<file path="src/rtl/sprite_renderer_if.sv">
// sprite_renderer_if
//   Bundles the game-logic / scan-position inputs and the per-pixel draw
//   results of sprite_renderer.
//   master : drives sprite records and the scan position, reads draw results
//   slave  : sprite_renderer itself
//   Signals:
//     sprites_i          N_SPRITES packed records {x_pos, y_pos, right, bottom}
//     frame_start_i      1-cycle pulse in vertical blank
//     pixel_valid_i      display enable qualifying x_i / y_i
//     x_i, y_i           current scan position
//     pixel_valid_o      pixel_valid_i delayed by the pipeline
//     layer_o            0 bg, 1 border, 2 separator, 3 sprite
//     sprite_hit_o       mask of sprites covering the pixel
//     sprite_id_o        lowest index set in sprite_hit_o
//     collision_o        sprites that overlapped during the previous frame
//     collision_valid_o  1-cycle pulse when collision_o is refreshed
interface sprite_renderer_if #(
   parameter int unsigned N_SPRITES = 3,
   parameter int unsigned X_POS_W   = 10,
   parameter int unsigned Y_POS_W   = 10
);
   localparam int unsigned SPRITE_W = 2 * X_POS_W + 2 * Y_POS_W;
   localparam int unsigned ID_W     = (N_SPRITES > 1) ? $clog2(N_SPRITES) : 1;

   logic [N_SPRITES-1:0][SPRITE_W-1:0] sprites_i;
   logic                               frame_start_i;
   logic                               pixel_valid_i;
   logic [X_POS_W-1:0]                 x_i;
   logic [Y_POS_W-1:0]                 y_i;

   logic                               pixel_valid_o;
   logic [1:0]                         layer_o;
   logic [N_SPRITES-1:0]               sprite_hit_o;
   logic [ID_W-1:0]                    sprite_id_o;
   logic [N_SPRITES-1:0]               collision_o;
   logic                               collision_valid_o;

   modport master (
      output sprites_i, frame_start_i, pixel_valid_i, x_i, y_i,
      input  pixel_valid_o, layer_o, sprite_hit_o, sprite_id_o,
             collision_o, collision_valid_o
   );

   modport slave (
      input  sprites_i, frame_start_i, pixel_valid_i, x_i, y_i,
      output pixel_valid_o, layer_o, sprite_hit_o, sprite_id_o,
             collision_o, collision_valid_o
   );
endinterface

</file>
<file path="src/rtl/sprite_renderer.sv">
// sprite_renderer
//   Reader side of the sprite position bus. Snapshots sprite records once per
//   frame, classifies every displayed pixel as background / border / centre
//   separator / sprite, reports which sprites cover the pixel and which
//   sprites overlapped each other during the previous frame.
//   Two-stage pipeline, one pixel per clock, no stall:
//     S1 registers the per-sprite x/y range compares, border, separator, valid
//     S2 resolves priority and registers all outputs
//   Ports:
//     clk_i  pixel clock
//     rst_i  asynchronous reset, active high
//     bus    sprite_renderer_if.slave (scan inputs, sprite records, results)
module sprite_renderer #(
   parameter int unsigned N_SPRITES            = 3,
   parameter int unsigned X_POS_W              = 10,
   parameter int unsigned Y_POS_W              = 10,
   parameter int unsigned SCREEN_H_RES         = 640,
   parameter int unsigned SCREEN_V_RES         = 480,
   parameter int unsigned SCREEN_BORDER        = 10,
   parameter int unsigned SEPARATOR_WIDTH      = 6,
   parameter int unsigned SEPARATOR_DOT_HEIGHT = 18
) (
   input  logic             clk_i,
   input  logic             rst_i,
   sprite_renderer_if.slave bus
);

   localparam int unsigned SPRITE_W = 2 * X_POS_W + 2 * Y_POS_W;
   localparam int unsigned ID_W     = (N_SPRITES > 1) ? $clog2(N_SPRITES) : 1;
   localparam int unsigned CNT_W    = (SEPARATOR_DOT_HEIGHT > 1) ? $clog2(SEPARATOR_DOT_HEIGHT) : 1;

   // Field positions inside a record {x_pos, y_pos, right, bottom}
   localparam int unsigned B_LSB = 0;
   localparam int unsigned R_LSB = Y_POS_W;
   localparam int unsigned Y_LSB = Y_POS_W + X_POS_W;
   localparam int unsigned X_LSB = 2 * Y_POS_W + X_POS_W;

   localparam logic [X_POS_W-1:0] SEP_LO     = X_POS_W'(SCREEN_H_RES / 2 - SEPARATOR_WIDTH / 2);
   localparam logic [X_POS_W-1:0] SEP_HI     = X_POS_W'(SCREEN_H_RES / 2 + SEPARATOR_WIDTH / 2);
   localparam logic [Y_POS_W-1:0] BORDER_TOP = Y_POS_W'(SCREEN_BORDER);
   localparam logic [Y_POS_W-1:0] BORDER_BOT = Y_POS_W'(SCREEN_V_RES - SCREEN_BORDER);
   localparam logic [CNT_W-1:0]   CNT_LAST   = CNT_W'(SEPARATOR_DOT_HEIGHT - 1);

   typedef enum logic {
      DASH_OFF = 1'b0,
      DASH_ON  = 1'b1
   } dash_state_t;

   typedef enum logic [1:0] {
      LAYER_BG     = 2'd0,
      LAYER_BORDER = 2'd1,
      LAYER_SEP    = 2'd2,
      LAYER_SPRITE = 2'd3
   } layer_t;

   // Frame snapshot of the sprite records
   logic [N_SPRITES-1:0][SPRITE_W-1:0] shadow_q, shadow_d;

   // Dash generator
   dash_state_t          dash_q, dash_d;
   logic [CNT_W-1:0]     line_cnt_q, line_cnt_d;
   logic                 pv_prev_q, pv_prev_d;

   // Stage 1
   logic                 s1_valid_q, s1_valid_d;
   logic [N_SPRITES-1:0] s1_x_in_q, s1_x_in_d;
   logic [N_SPRITES-1:0] s1_y_in_q, s1_y_in_d;
   logic                 s1_border_q, s1_border_d;
   logic                 s1_sep_q, s1_sep_d;

   // Stage 2 (outputs)
   logic                 pv_o_q, pv_o_d;
   layer_t               layer_q, layer_d;
   logic [N_SPRITES-1:0] hit_q, hit_d;
   logic [ID_W-1:0]      id_q, id_d;
   logic                 id_found;

   // Collision tracking
   logic [N_SPRITES-1:0] acc_q, acc_d;
   logic [N_SPRITES-1:0] coll_q, coll_d;
   logic                 coll_valid_q, coll_valid_d;
   logic                 armed_q, armed_d;
   logic [N_SPRITES-1:0] coll_contrib;

   // Snapshot: a pixel coinciding with frame_start_i still sees the old shadow
   // because S1 compares against shadow_q.
   always_comb begin
      shadow_d = shadow_q;
      if (bus.frame_start_i) begin
         shadow_d = bus.sprites_i;
      end
   end

   // Dash generator: counts line ends (falling edge of pixel_valid_i);
   // frame_start_i takes precedence over a coincident line end.
   always_comb begin
      dash_d     = dash_q;
      line_cnt_d = line_cnt_q;
      pv_prev_d  = bus.pixel_valid_i;
      if (bus.frame_start_i) begin
         dash_d     = DASH_ON;
         line_cnt_d = '0;
      end else if (pv_prev_q && !bus.pixel_valid_i) begin
         if (line_cnt_q == CNT_LAST) begin
            line_cnt_d = '0;
            dash_d     = (dash_q == DASH_ON) ? DASH_OFF : DASH_ON;
         end else begin
            line_cnt_d = line_cnt_q + CNT_W'(1);
         end
      end
   end

   // Stage 1: half-open range compares; right <= x_pos (or bottom <= y_pos)
   // can never satisfy both bounds, so empty records never hit.
   always_comb begin
      s1_valid_d = bus.pixel_valid_i;
      s1_x_in_d  = '0;
      s1_y_in_d  = '0;
      for (int unsigned i = 0; i < N_SPRITES; i++) begin
         s1_x_in_d[i] = (bus.x_i >= shadow_q[i][X_LSB +: X_POS_W]) &&
                        (bus.x_i <  shadow_q[i][R_LSB +: X_POS_W]);
         s1_y_in_d[i] = (bus.y_i >= shadow_q[i][Y_LSB +: Y_POS_W]) &&
                        (bus.y_i <  shadow_q[i][B_LSB +: Y_POS_W]);
      end
      s1_border_d = (bus.y_i < BORDER_TOP) || (bus.y_i >= BORDER_BOT);
      s1_sep_d    = (dash_q == DASH_ON) && (bus.x_i >= SEP_LO) && (bus.x_i < SEP_HI);
   end

   // Stage 2: priority resolution; everything is zero for non-displayed pixels
   always_comb begin
      pv_o_d   = s1_valid_q;
      hit_d    = s1_valid_q ? (s1_x_in_q & s1_y_in_q) : '0;
      id_d     = '0;
      id_found = 1'b0;
      for (int unsigned i = 0; i < N_SPRITES; i++) begin
         if (hit_d[i] && !id_found) begin
            id_d     = ID_W'(i);
            id_found = 1'b1;
         end
      end
      layer_d = LAYER_BG;
      if (s1_valid_q) begin
         if (hit_d != '0) begin
            layer_d = LAYER_SPRITE;
         end else if (s1_sep_q) begin
            layer_d = LAYER_SEP;
         end else if (s1_border_q) begin
            layer_d = LAYER_BORDER;
         end
      end
   end

   // Collision: x & (x-1) is non-zero exactly when two or more bits are set.
   // The first frame_start_i after reset only arms the reporting, so a frame
   // cut short by reset never produces a pulse.
   always_comb begin
      coll_contrib = ((hit_d & (hit_d - N_SPRITES'(1))) != '0) ? hit_d : '0;
      acc_d        = acc_q | coll_contrib;
      coll_d       = coll_q;
      coll_valid_d = 1'b0;
      armed_d      = armed_q;
      if (bus.frame_start_i) begin
         acc_d   = '0;
         armed_d = 1'b1;
         if (armed_q) begin
            coll_d       = acc_q | coll_contrib;
            coll_valid_d = 1'b1;
         end
      end
   end

   always_ff @(posedge clk_i or posedge rst_i) begin
      if (rst_i) begin
         shadow_q     <= '0;
         dash_q       <= DASH_OFF;
         line_cnt_q   <= '0;
         pv_prev_q    <= 1'b0;
         s1_valid_q   <= 1'b0;
         s1_x_in_q    <= '0;
         s1_y_in_q    <= '0;
         s1_border_q  <= 1'b0;
         s1_sep_q     <= 1'b0;
         pv_o_q       <= 1'b0;
         layer_q      <= LAYER_BG;
         hit_q        <= '0;
         id_q         <= '0;
         acc_q        <= '0;
         coll_q       <= '0;
         coll_valid_q <= 1'b0;
         armed_q      <= 1'b0;
      end else begin
         shadow_q     <= shadow_d;
         dash_q       <= dash_d;
         line_cnt_q   <= line_cnt_d;
         pv_prev_q    <= pv_prev_d;
         s1_valid_q   <= s1_valid_d;
         s1_x_in_q    <= s1_x_in_d;
         s1_y_in_q    <= s1_y_in_d;
         s1_border_q  <= s1_border_d;
         s1_sep_q     <= s1_sep_d;
         pv_o_q       <= pv_o_d;
         layer_q      <= layer_d;
         hit_q        <= hit_d;
         id_q         <= id_d;
         acc_q        <= acc_d;
         coll_q       <= coll_d;
         coll_valid_q <= coll_valid_d;
         armed_q      <= armed_d;
      end
   end

   assign bus.pixel_valid_o     = pv_o_q;
   assign bus.layer_o           = layer_q;
   assign bus.sprite_hit_o      = hit_q;
   assign bus.sprite_id_o       = id_q;
   assign bus.collision_o       = coll_q;
   assign bus.collision_valid_o = coll_valid_q;

endmodule

</file>
<file path="src/flat_wrapper.sv">
// flat-port wrapper written by rule: the top's interface ports become plain ports
module sprite_renderer_flat 
#(
   parameter int unsigned N_SPRITES            = 3,
   parameter int unsigned X_POS_W              = 10,
   parameter int unsigned Y_POS_W              = 10,
   parameter int unsigned SCREEN_H_RES         = 640,
   parameter int unsigned SCREEN_V_RES         = 480,
   parameter int unsigned SCREEN_BORDER        = 10,
   parameter int unsigned SEPARATOR_WIDTH      = 6,
   parameter int unsigned SEPARATOR_DOT_HEIGHT = 18
)
  (clk_i, rst_i, bus_sprites_i, bus_frame_start_i, bus_pixel_valid_i, bus_x_i, bus_y_i, bus_pixel_valid_o, bus_layer_o, bus_sprite_hit_o, bus_sprite_id_o, bus_collision_o, bus_collision_valid_o);
  sprite_renderer_if #(.N_SPRITES(N_SPRITES), .X_POS_W(X_POS_W), .Y_POS_W(Y_POS_W)) bus_i ();
  input  logic clk_i;
  input  logic rst_i;
  input wire logic [$bits(bus_i.sprites_i)-1:0] bus_sprites_i;
  input wire logic [$bits(bus_i.frame_start_i)-1:0] bus_frame_start_i;
  input wire logic [$bits(bus_i.pixel_valid_i)-1:0] bus_pixel_valid_i;
  input wire logic [$bits(bus_i.x_i)-1:0] bus_x_i;
  input wire logic [$bits(bus_i.y_i)-1:0] bus_y_i;
  output wire logic [$bits(bus_i.pixel_valid_o)-1:0] bus_pixel_valid_o;
  output wire logic [$bits(bus_i.layer_o)-1:0] bus_layer_o;
  output wire logic [$bits(bus_i.sprite_hit_o)-1:0] bus_sprite_hit_o;
  output wire logic [$bits(bus_i.sprite_id_o)-1:0] bus_sprite_id_o;
  output wire logic [$bits(bus_i.collision_o)-1:0] bus_collision_o;
  output wire logic [$bits(bus_i.collision_valid_o)-1:0] bus_collision_valid_o;
  assign bus_i.sprites_i = bus_sprites_i;
  assign bus_i.frame_start_i = bus_frame_start_i;
  assign bus_i.pixel_valid_i = bus_pixel_valid_i;
  assign bus_i.x_i = bus_x_i;
  assign bus_i.y_i = bus_y_i;
  assign bus_pixel_valid_o = bus_i.pixel_valid_o;
  assign bus_layer_o = bus_i.layer_o;
  assign bus_sprite_hit_o = bus_i.sprite_hit_o;
  assign bus_sprite_id_o = bus_i.sprite_id_o;
  assign bus_collision_o = bus_i.collision_o;
  assign bus_collision_valid_o = bus_i.collision_valid_o;
  sprite_renderer #(.N_SPRITES(N_SPRITES), .X_POS_W(X_POS_W), .Y_POS_W(Y_POS_W), .SCREEN_H_RES(SCREEN_H_RES), .SCREEN_V_RES(SCREEN_V_RES), .SCREEN_BORDER(SCREEN_BORDER), .SEPARATOR_WIDTH(SEPARATOR_WIDTH), .SEPARATOR_DOT_HEIGHT(SEPARATOR_DOT_HEIGHT)) u_core (.clk_i(clk_i), .rst_i(rst_i), .bus(bus_i));
endmodule
</file>
<file path="config.mk">
export PLATFORM = sky130hd
export DESIGN_NAME = sprite_renderer_flat
export DESIGN_NICKNAME = d
export VERILOG_FILES = /design/src/rtl/sprite_renderer_if.sv /design/src/rtl/sprite_renderer.sv /design/src/flat_wrapper.sv
export SDC_FILE = /design/constraint.sdc
export NUM_CORES = 1
export LEC_CHECK = 0
export CORE_AREA = 2 2 146 148
export CTS_BUF_LIST = sky130_fd_sc_hd__clkbuf_4
export CTS_CLUSTER_SIZE = 25
export DETAILED_ROUTE_END_ITERATION = 10
export DIE_AREA = 0 0 148 150
export HOLD_SLACK_MARGIN = 0.1
export PLACE_DENSITY = 0.64
export SYNTH_ARGS = -nofsm -noshare
export SYNTH_HDL_FRONTEND = slang
export SYNTH_SLANG_ARGS = --single-unit
</file>
<file path="constraint.sdc">
create_clock -name clk_i -period 5 [get_ports clk_i]
set_clock_uncertainty 0.1 [all_clocks]
set_input_delay 0.75 -clock clk_i [delete_from_list [all_inputs] [get_ports clk_i]]
set_output_delay 0.75 -clock clk_i [all_outputs]
set_load 0.005 [all_outputs]
</file>
* After elaboration in Yosys (flattened, before gate mapping)
Cells that the tools add are included.
** Storage, ports and cells
- Logic and storage cells :: 81
- Flip-flop bits (word level) :: 151
- Input port bits :: 144
** Operators by class
- Muxes and demuxes :: 20
- Add/subtract/negate cells :: 2
- Bitwise gates (word level) :: 3
- Eq/ne operators :: 1
- Reductions and logical operators :: 21
- Order comparisons :: 16
** Operator list (count)
- $ge A10 B10 Y1 :: 6
- $lt A10 B10 Y1 :: 6
- $ge A10 B9 Y1 const B :: 2
- $mux W5 :: 3
- $logic_and A1 B1 Y1 :: 11
- $lt A10 B4 Y1 const B :: 1
- $lt A10 B9 Y1 const B :: 1
- $mux W1 :: 10
- $mux W3 :: 3
- $mux W2 :: 4
- $and A3 B3 Y3 :: 2
- $reduce_bool A3 Y1 :: 2
- $add A5 B1 Y5 const B :: 1
- $eq A5 B5 Y1 const B :: 1
- $reduce_and A2 Y1 :: 2
- $reduce_bool A2 Y1 :: 2
- $logic_not A1 Y1 :: 3
- $or A3 B3 Y3 :: 1
- $sub A3 B1 Y3 const B :: 1
- $logic_or A1 B1 Y1 :: 1

* Logic depth before layout (Yosys ltp)
Gate-level depths: netlist of run 1.
- Depth in word-level cells :: 9
- Mapped depth :: 7
- Mapped depth without buffers :: 7

* Worst setup path before layout of run 1
Ideal clock, no wire load.
- Kind :: input to register
- Start :: input bus_x_i[4]
- End :: register u_core.s1_x_in_q[0]
- Library setup time :: 0.094 ns
- Setup slack :: 3.036 ns
- Path buffers :: 0
- Arrival :: 1.770 ns
- Stages on the path :: 5
- Path through :: ha_1 > a21o_1 > a221oi_1 > o21ai_0 > a211oi_1
** On the way
- Longest elaborated chain between the ends :: 2
- Elaborated cells between the ends (all ways) :: 3
- Those cells by class :: 2 x order compare; 1 x reduce/logical
** Ends and longest elaborated chain
- from (decl) :: RTL line flat_wrapper.sv:20 : input wire logic [$bits(bus_i.x_i)-1:0] bus_x_i;
- $ge A10 B10 Y1 / $lt A10 B10 Y1 (equally long branches) :: RTL line sprite_renderer.sv:120, sprite_renderer.sv:121
- $logic_and A1 B1 Y1 (*) :: RTL line sprite_renderer.sv:120 : s1_x_in_d[i] = (bus.x_i >= shadow_q[i][X_LSB +: X_POS_W]) &&
- named net u_core.s1_x_in_d[0] :: RTL line sprite_renderer.sv:66 : logic [N_SPRITES-1:0] s1_x_in_q, s1_x_in_d;
- to (signal assigned) :: RTL line sprite_renderer.sv:197 : s1_x_in_q <= s1_x_in_d;
- to (decl) :: RTL line sprite_renderer.sv:66
The timed path passes the listed nets; every way through them passes the cells marked *.
A chain may end at the register's enable or synchronous reset.

* Final worst setup path of run 1
- Start :: input bus_y_i[5]
- End :: register u_core.s1_y_in_q[1]
** On the way
- Longest elaborated chain between the ends :: 2
- Elaborated cells between the ends (all ways) :: 3
- Those cells by class :: 2 x order compare; 1 x reduce/logical
** Ends and longest elaborated chain
- from (decl) :: RTL line flat_wrapper.sv:21 : input wire logic [$bits(bus_i.y_i)-1:0] bus_y_i;
- $ge A10 B10 Y1 / $lt A10 B10 Y1 (equally long branches) :: RTL line sprite_renderer.sv:122, sprite_renderer.sv:123
- $logic_and A1 B1 Y1 (*) :: RTL line sprite_renderer.sv:122 : s1_y_in_d[i] = (bus.y_i >= shadow_q[i][Y_LSB +: Y_POS_W]) &&
- named net u_core.s1_y_in_d[1] :: RTL line sprite_renderer.sv:67 : logic [N_SPRITES-1:0] s1_y_in_q, s1_y_in_d;
- to (signal assigned) :: RTL line sprite_renderer.sv:198 : s1_y_in_q <= s1_y_in_d;
- to (decl) :: RTL line sprite_renderer.sv:67
Marks and branches as above.

==> results_dict.tcl, run 1 <==
set metrics [dict create \
    required_ns 5.39 \
    via_count 6392 \
    synth_xor_xnor_area_share 0 \
    start_kind "input pin" \
    initialDrtViolationCount 340 \
    combPwrFrac 0.218 \
    netlist_area_um2 8110 \
    ys_warn_count 0 \
    synth-adder-area-share 0.179 \
    rsz0062_at_grt "no" \
    ctsLongestPathBuffers 2 \
    power.internal_w 0.00181 \
    grt-ovfl-total 0 \
    die_h_um 150 \
    period_share 0.488 \
    drive_gt1_frac 0.0504 \
    yosysSeqAreaShare 0.466 \
    grt_pass1_vias 6359 \
    cts_tree "yes" \
    cellLeakagePower_nw 4.88 \
    start_util 0.392 \
    pre_cts_ws_ns 2.04 \
    timing.rr.end "u_core.s1_y_in_q[1]$_DFF_PP0_" \
    worst-slew-pin-transition_ns 0.838 \
    power.switching_w 0.000840 \
    std_cell_rows 53 \
    routed_via_density 4.89 \
    finalMaxSlewViolations 0 \
    endpoint_kind "register" \
    ant_nets 0 \
    synth_seq_cells 151 \
    async_flop_share 1.00 \
    num-fill-cells 1985 \
    cts.reportedPaths.clkPinSlew_ns 0.16 \
    grt_most_used_layer "met2" \
    synthSimpleGateAreaFrac 0.123 \
    core_um2 20700 \
    slowest_stage "clkdlybuf4s50_1" \
    synth_ff_type "dfrtp_1" \
    cpPeakStageDelay_ns 0.78 \
    hold-path-cell-count 1 \
    synth_edf_count 0 \
    peakVddDrop_mv 0.129 \
    wl_per_cell_um 15.2 \
    worstPathCellList "clkdlybuf4s50_1 > ha_1 > and3_1 > a221oi_1 > o21ai_0 > a211oi_1" \
    grt_pass1_wl_mm 32.2 \
    totalWireLength_mm 19.8 \
    synth.area.mux_share 0.0167 \
    setup_tns_ns 0 \
    cts.sinks 151 \
    use_met3 0.0354 \
    grt_max_degree 122 \
    slew_headroom 0.441 \
    worstHoldStart "u_core.armed_q$_DFFE_PP0P_" \
    groute.layer.met2.usage 0.302 \
    drc 0 \
    cts_resized 0 \
    fmax_ghz 0.410 \
    ctsHoldBuffers 0 \
    netlist_instances 868 \
    switching_share 0.317 \
    holdCritPathClass "register to register" \
    hold_end "u_core.armed_q$_DFFE_PP0P_" \
    outcome "complete, no violations" \
    setup_viol_count_final 0 \
    fp.dieW_um 148 \
    p_clk_frac 0.267 \
    setup_ws_ns 2.56 \
    crit_fanout 8 \
    cts_setup_buffers 0 \
    hold_viol_final 0 \
    io_pins 156 \
    crit_type "input pin to register" \
    cp.arrival_ns 2.82 \
    synth_top_family_by_area "adder cells" \
    clock_latency_ns 0.56 \
    clockRootBuffer "clkbuf_4" \
    h-tree-depth 4 \
    avgSynthCellArea_um2 9.34 \
    use_met1 0.251 \
    diodes 0 \
    die_area_um2 22200 \
    antenna_found_initial 0 \
    rr_startpoint "u_core.shadow_q[45]$_DFFE_PP0P_" \
    place_congestion 0.782 \
    numCtsBuffers 17 \
    min_period_ns 2.44 \
    areaGrowthSynthToFinish_pct 25.4 \
    dp_hpwl_mm 14.6 \
    synth_compound_area_frac 0.147 \
    port_buffers 155 \
    max_cap_violations 0 \
    rrSetupSlack_ns 3.17 \
    firstDrtPassIters 4 \
    nets 1278 \
    pwr-share-seq 0.514 \
    syn_nets 1128 \
    power_density_nw_per_um2 261 \
    grt_usage 0.185 \
    worstRegToRegCells 6 \
    ys_types 31 \
]
[cell families after synthesis]
| family | Yosys count |
|---|---|
| DFF | 151 |
| and+or+nand+nor | 230 |
| AOI/OAI and AO/OA | 217 |
| buffers and inverters | 142 |
| muxes | 12 |
| adders and majority gates | 116 |
[critical path, delay by kind of cell]
family / cells / cell delay, ns
buffers and inverters: 1 / 0.78
AOI/OAI and AO/OA: 3 / 0.73
adders and majority gates: 1 / 0.34
and+or+nand+nor: 1 / 0.21
[power groups by stage]
stage / combinational (W) / clock (W) / sequential, W
detailed placement: 0.000583 / 0 / 0.00139
finish: 0.000578 / 0.000709 / 0.00136
global placement: 0.000566 / 0 / 0.00139
global route: 0.000669 / 0.000783 / 0.00137
CTS: 0.000587 / 0.000733 / 0.00136
floorplan: 0.000335 / 0 / 0.00137
[cells in the final DEF (no fill, tap or decap), drive strengths merged, types with 2 or more instances in the layout]
| cell | Yosys | layout |
|---|---|---|
| clkdlybuf4s50 | 0 | 154 |
| nor3 | 9 | 9 |
| inv | 115 | 124 |
| nand3 | 12 | 12 |
| nor2 | 29 | 29 |
| a221oi | 6 | 6 |
| a211oi | 12 | 12 |
| buf | 24 | 4 |
| nor2b | 3 | 3 |
| nand4 | 13 | 13 |
| o21ai | 132 | 132 |
| a21o | 13 | 13 |
| nand2 | 139 | 139 |
| mux2 | 12 | 12 |
| o31a | 2 | 2 |
| clkbuf | 3 | 17 |
| a21oi | 45 | 45 |
| a31oi | 4 | 4 |
| dfrtp | 151 | 151 |
| clkinv | 0 | 6 |
| ha | 116 | 116 |
| and3 | 6 | 6 |
| nand2b | 7 | 7 |
| nor4 | 8 | 8 |
[stage by stage]
| step | util | cells | power (W) | cell area (um2) | hold WS, ns |
|---|---|---|---|---|---|
| after floorplan | - | 868 | 0.00171 | 8110 | 0.328 |
| after global placement | 0.480 | 1274 | 0.00195 | 9930 | 0.342 |
| after detailed placement | 0.480 | 1274 | 0.00197 | 9930 | 0.346 |
| after CTS | 0.492 | 1306 | 0.00268 | 10200 | 0.379 |
| after global routing | 0.492 | 1306 | 0.00283 | 10200 | 0.386 |
| final | 0.492 | 1306 | 0.00265 | 10200 | 0.375 |
[sequential cells by signal, indices dropped and copies added (netlist names)]
name	cells
u_core.shadow_q	120
u_core.pv_prev_q	1
u_core.line_cnt_q	5
u_core.bus.collision_valid_o	1
u_core.bus.sprite_hit_o	3
u_core.bus.layer_o	2
u_core.armed_q	1
u_core.s1_border_q	1
u_core.s1_x_in_q	3
u_core.acc_q	3
u_core.bus.pixel_valid_o	1
u_core.dash_q	1
u_core.s1_y_in_q	3
u_core.s1_sep_q	1
u_core.bus.collision_o	3
u_core.bus.sprite_id_o	2
[cell usage after synthesis (2+ instances only)]
cell,number,share of area
nand4_1,13,0.010
dfrtp_1,151,0.47
nand3_1,12,0.0074
buf_1,9,0.0042
nor2b_1,3,0.0023
nor4_1,8,0.0062
a221oi_1,6,0.0065
nor2_1,28,0.013
o31a_1,2,0.0022
ha_1,116,0.18
o21ai_0,132,0.081
nand2b_1,7,0.0054
a31oi_1,4,0.0031
and3_1,6,0.0046
a211oi_1,12,0.011
nor3_1,9,0.0056
nand2_1,139,0.064
a21oi_1,45,0.028
inv_1,115,0.053
buf_2,15,0.0093
mux2_2,12,0.017
clkbuf_1,3,0.0014
a21o_1,13,0.012
[worst max path at each step]
stage	to	startpoint	slack (ns)	cells past startpoint
6_report	u_core.s1_y_in_q[1]$_DFF_PP0_	bus_y_i[5]	2.56	6
3_5_place_dp	u_core.s1_x_in_q[2]$_DFF_PP0_	bus_x_i[4]	2.04	6
4_1_cts	u_core.s1_y_in_q[1]$_DFF_PP0_	bus_y_i[5]	2.61	6
3_3_place_gp	u_core.s1_x_in_q[2]$_DFF_PP0_	bus_x_i[4]	2.07	6
5_1_grt	u_core.s1_x_in_q[1]$_DFF_PP0_	bus_x_i[4]	2.53	6
2_1_floorplan	u_core.acc_q[0]$_DFF_PP0_	rst_i	0.09	1
[per-layer routing]
layer	up-vias	wire, um
met4	0	329
met2	149	9350
met5	-	0
met3	24	841
met1	2979	9320
li1	3240	-
[final cells by class]
class	count	area, um2	share of cell area
multi-input combinational	575	3780	0.372
sequential	151	3780	0.371
timing repair buffer	158	1590	0.156
inverter	115	437	0.0429
tap	275	344	0.0338
clock buffer	17	128	0.0125
clock inverter	15	118	0.0116
Note: power is estimated with default switching activity, not from simulation.
==> inputs of run 2 (changes only) <==
clock period = 2.2 ns   (was 5 ns; I/O delays follow)
==> run 2 against run 1 <==
  * Sequential share of layout area is 1.8 points lower
  * Clock power grew to 2.9 times the previous value
  * Core utilization up 2.5 points
  * Wire length grew 1.6%
  * Setup slack worse by 2.2 ns
  * Worst hold slack got worse by 0.22 ns
  * Design area increased by 5.0%
  * Largest cell class unchanged
  * Critical path type is now register to output pin
==> results_dict.tcl, run 2 (synthesized netlist as in run 1, its figures left out) <==
set metrics [dict create \
    largest_reg_flops 120 \
    cp.arrival_ns 1.44 \
    outcome "complete, no violations" \
    nets 1328 \
    setup_viol_count_final 0 \
    grt_max_degree 78 \
    combPwrFrac 0.212 \
    power_density_nw_per_um2 616 \
    path_delay_family "buffers and inverters" \
    worstPathCellList "clkdlybuf4s50_1" \
    rr_startpoint "u_core.shadow_q[84]$_DFFE_PP0P_" \
    seq_area_um2 3780 \
    setup_tns_ns 0 \
    die_h_um 150 \
    fmax_ghz 0.535 \
    path_buf_inv 1 \
    critPathCapture "bus_collision_o[0]" \
    period_share 0.850 \
    power.internal_w 0.00473 \
    final_common_cell "clkdlybuf4s50_1" \
    ctsLongestPathBuffers 2 \
    drive_gt1_frac 0.0925 \
    die_area_um2 22200 \
    power.switching_w 0.00186 \
    cp-startpoint "u_core.bus.collision_o[0]$_DFFE_PP0P_" \
    clock_latency_ns 0.57 \
    pwr-share-seq 0.470 \
    dp.cells 1322 \
    max_cap_violations 0 \
    totalWireLength_mm 20.2 \
    diodes 0 \
    io_pins 156 \
    slew_headroom 0.749 \
    stdcell_count 1356 \
    via_count 6544 \
    cpPeakStageDelay_ns 0.50 \
    clockRootBuffer "clkbuf_4" \
    finalMaxSlewViolations 0 \
    layout_common_cells "clkdlybuf4s50_1, dfrtp_1, nand2_1" \
    initialDrtViolationCount 324 \
    ant_nets 0 \
    cts_tree "yes" \
    rsz0062_at_grt "no" \
    cts_resized 0 \
    fin_util 0.516 \
    endpoint_kind "output pin" \
    cellLeakagePower_nw 5.16 \
    num-fill-cells 1948 \
    firstDrtPassIters 5 \
    min_period_ns 1.87 \
    multi_input_area_um2 3780 \
    crit_fanout 2 \
    dp_hpwl_mm 15.6 \
    hold_viol_final 0 \
    start_util 0.392 \
    start_kind "register" \
    crit_type "register to output pin" \
    core_um2 20700 \
    grt_usage 0.190 \
    grt-ovfl-total 0 \
    holdCritPathClass "input pin to register" \
    numCtsBuffers 17 \
    fp.dieW_um 148 \
    p_clk_frac 0.317 \
    port_buffers 155 \
    cts.reportedPaths.clkPinSlew_ns 0.13 \
    grt_pass1_vias 6592 \
    pre_cts_ws_ns -0.153 \
    timing.rr.end "u_core.s1_y_in_q[2]$_DFF_PP0_" \
    switching_share 0.282 \
    place_congestion 0.807 \
    std_cell_rows 53 \
    cts.sinks 151 \
    antenna_found_initial 0 \
    drc 0 \
    top_regs "u_core.shadow_q x120, u_core.line_cnt_q x5" \
    worst-slew-pin-transition_ns 0.377 \
    peakVddDrop_mv 0.289 \
    routed_via_density 4.83 \
    cp_num_cells 1 \
    grt_pass1_wl_mm 33.2 \
    worstRegToRegCells 6 \
    required_ns 1.77 \
    wl_per_cell_um 14.9 \
    h-tree-depth 4 \
    slowest_stage "clkdlybuf4s50_1" \
    setup_ws_ns 0.330 \
    regMostFlops "u_core.shadow_q" \
    rrSetupSlack_ns 0.43 \
    areaGrowthSynthToFinish_pct 31.7 \
]
[run 2: cell count changes in the layout (fill, tap and decap cells not counted), sizes merged]
cell / change
bufinv: +5
inv: -8
dlygate4sd3: +2
buf: +48
clkinvlp: +3
[run 2: stage by stage]
step           total power (W)  cell area [um2]  hold WS [ns]
2_1_floorplan          0.00389             8110         0.261
3_3_place_gp           0.00452            10300         0.344
3_5_place_dp           0.00456            10300         0.343
4_1_cts                0.00669            10700         0.112
5_1_grt                0.00703            10700         0.111
6_report               0.00658            10700         0.159
[run 2: worst reg2reg max path: stages (launching register included)]
cell      delay (ns)
dfrtp_1         0.39
inv_1           0.07
ha_1            0.23
a21o_1          0.18
a221oi_1        0.26
o21ai_0         0.13
a211oi_1        0.29
[run 2: power by group through the flow]
stage	Combinational, W	Clock, W	Sequential [W]
4_1_cts	0.00142	0.00217	0.00310
2_1_floorplan	0.000763	0	0.00312
5_1_grt	0.00161	0.00229	0.00312
3_3_place_gp	0.00137	0	0.00315
3_5_place_dp	0.00140	0	0.00316
6_report	0.00140	0.00209	0.00310
[run 2: final cells by class]
class	instances	area share
multi-input cells	575	0.354
flip-flops and latches	151	0.354
repair buffers	208	0.187
inverters	115	0.0407
well taps	275	0.0322
clock inverters	15	0.0212
clock buffers	17	0.0119
[run 2: how the worst min path moves through the flow]
stage	slack [ns]	depth (start not counted)	end	start
global route	0.11	1	u_core.pv_prev_q$_DFF_PP0_	bus_pixel_valid_i
CTS	0.11	1	u_core.pv_prev_q$_DFF_PP0_	bus_pixel_valid_i
detailed placement	0.34	1	u_core.armed_q$_DFFE_PP0P_	u_core.armed_q$_DFFE_PP0P_
finish	0.16	1	u_core.pv_prev_q$_DFF_PP0_	bus_pixel_valid_i
global placement	0.34	1	u_core.armed_q$_DFFE_PP0P_	u_core.armed_q$_DFFE_PP0P_
floorplan	0.26	0	u_core.pv_prev_q$_DFF_PP0_	bus_pixel_valid_i
[run 2: what timing repair did]
item / CTS / global route
hold endpoints to repair: 27 / 0
hold buffers: 2 / 0
setup buffers: 0 / 0
[run 2: metal layers]
layer,GRT usage,up-vias,part of all wire
met5,0,-,0
li1,-,3336,-
met4,0.0595,0,0.015
met2,0.315,156,0.48
met3,0.0381,27,0.050
met1,0.251,3025,0.46
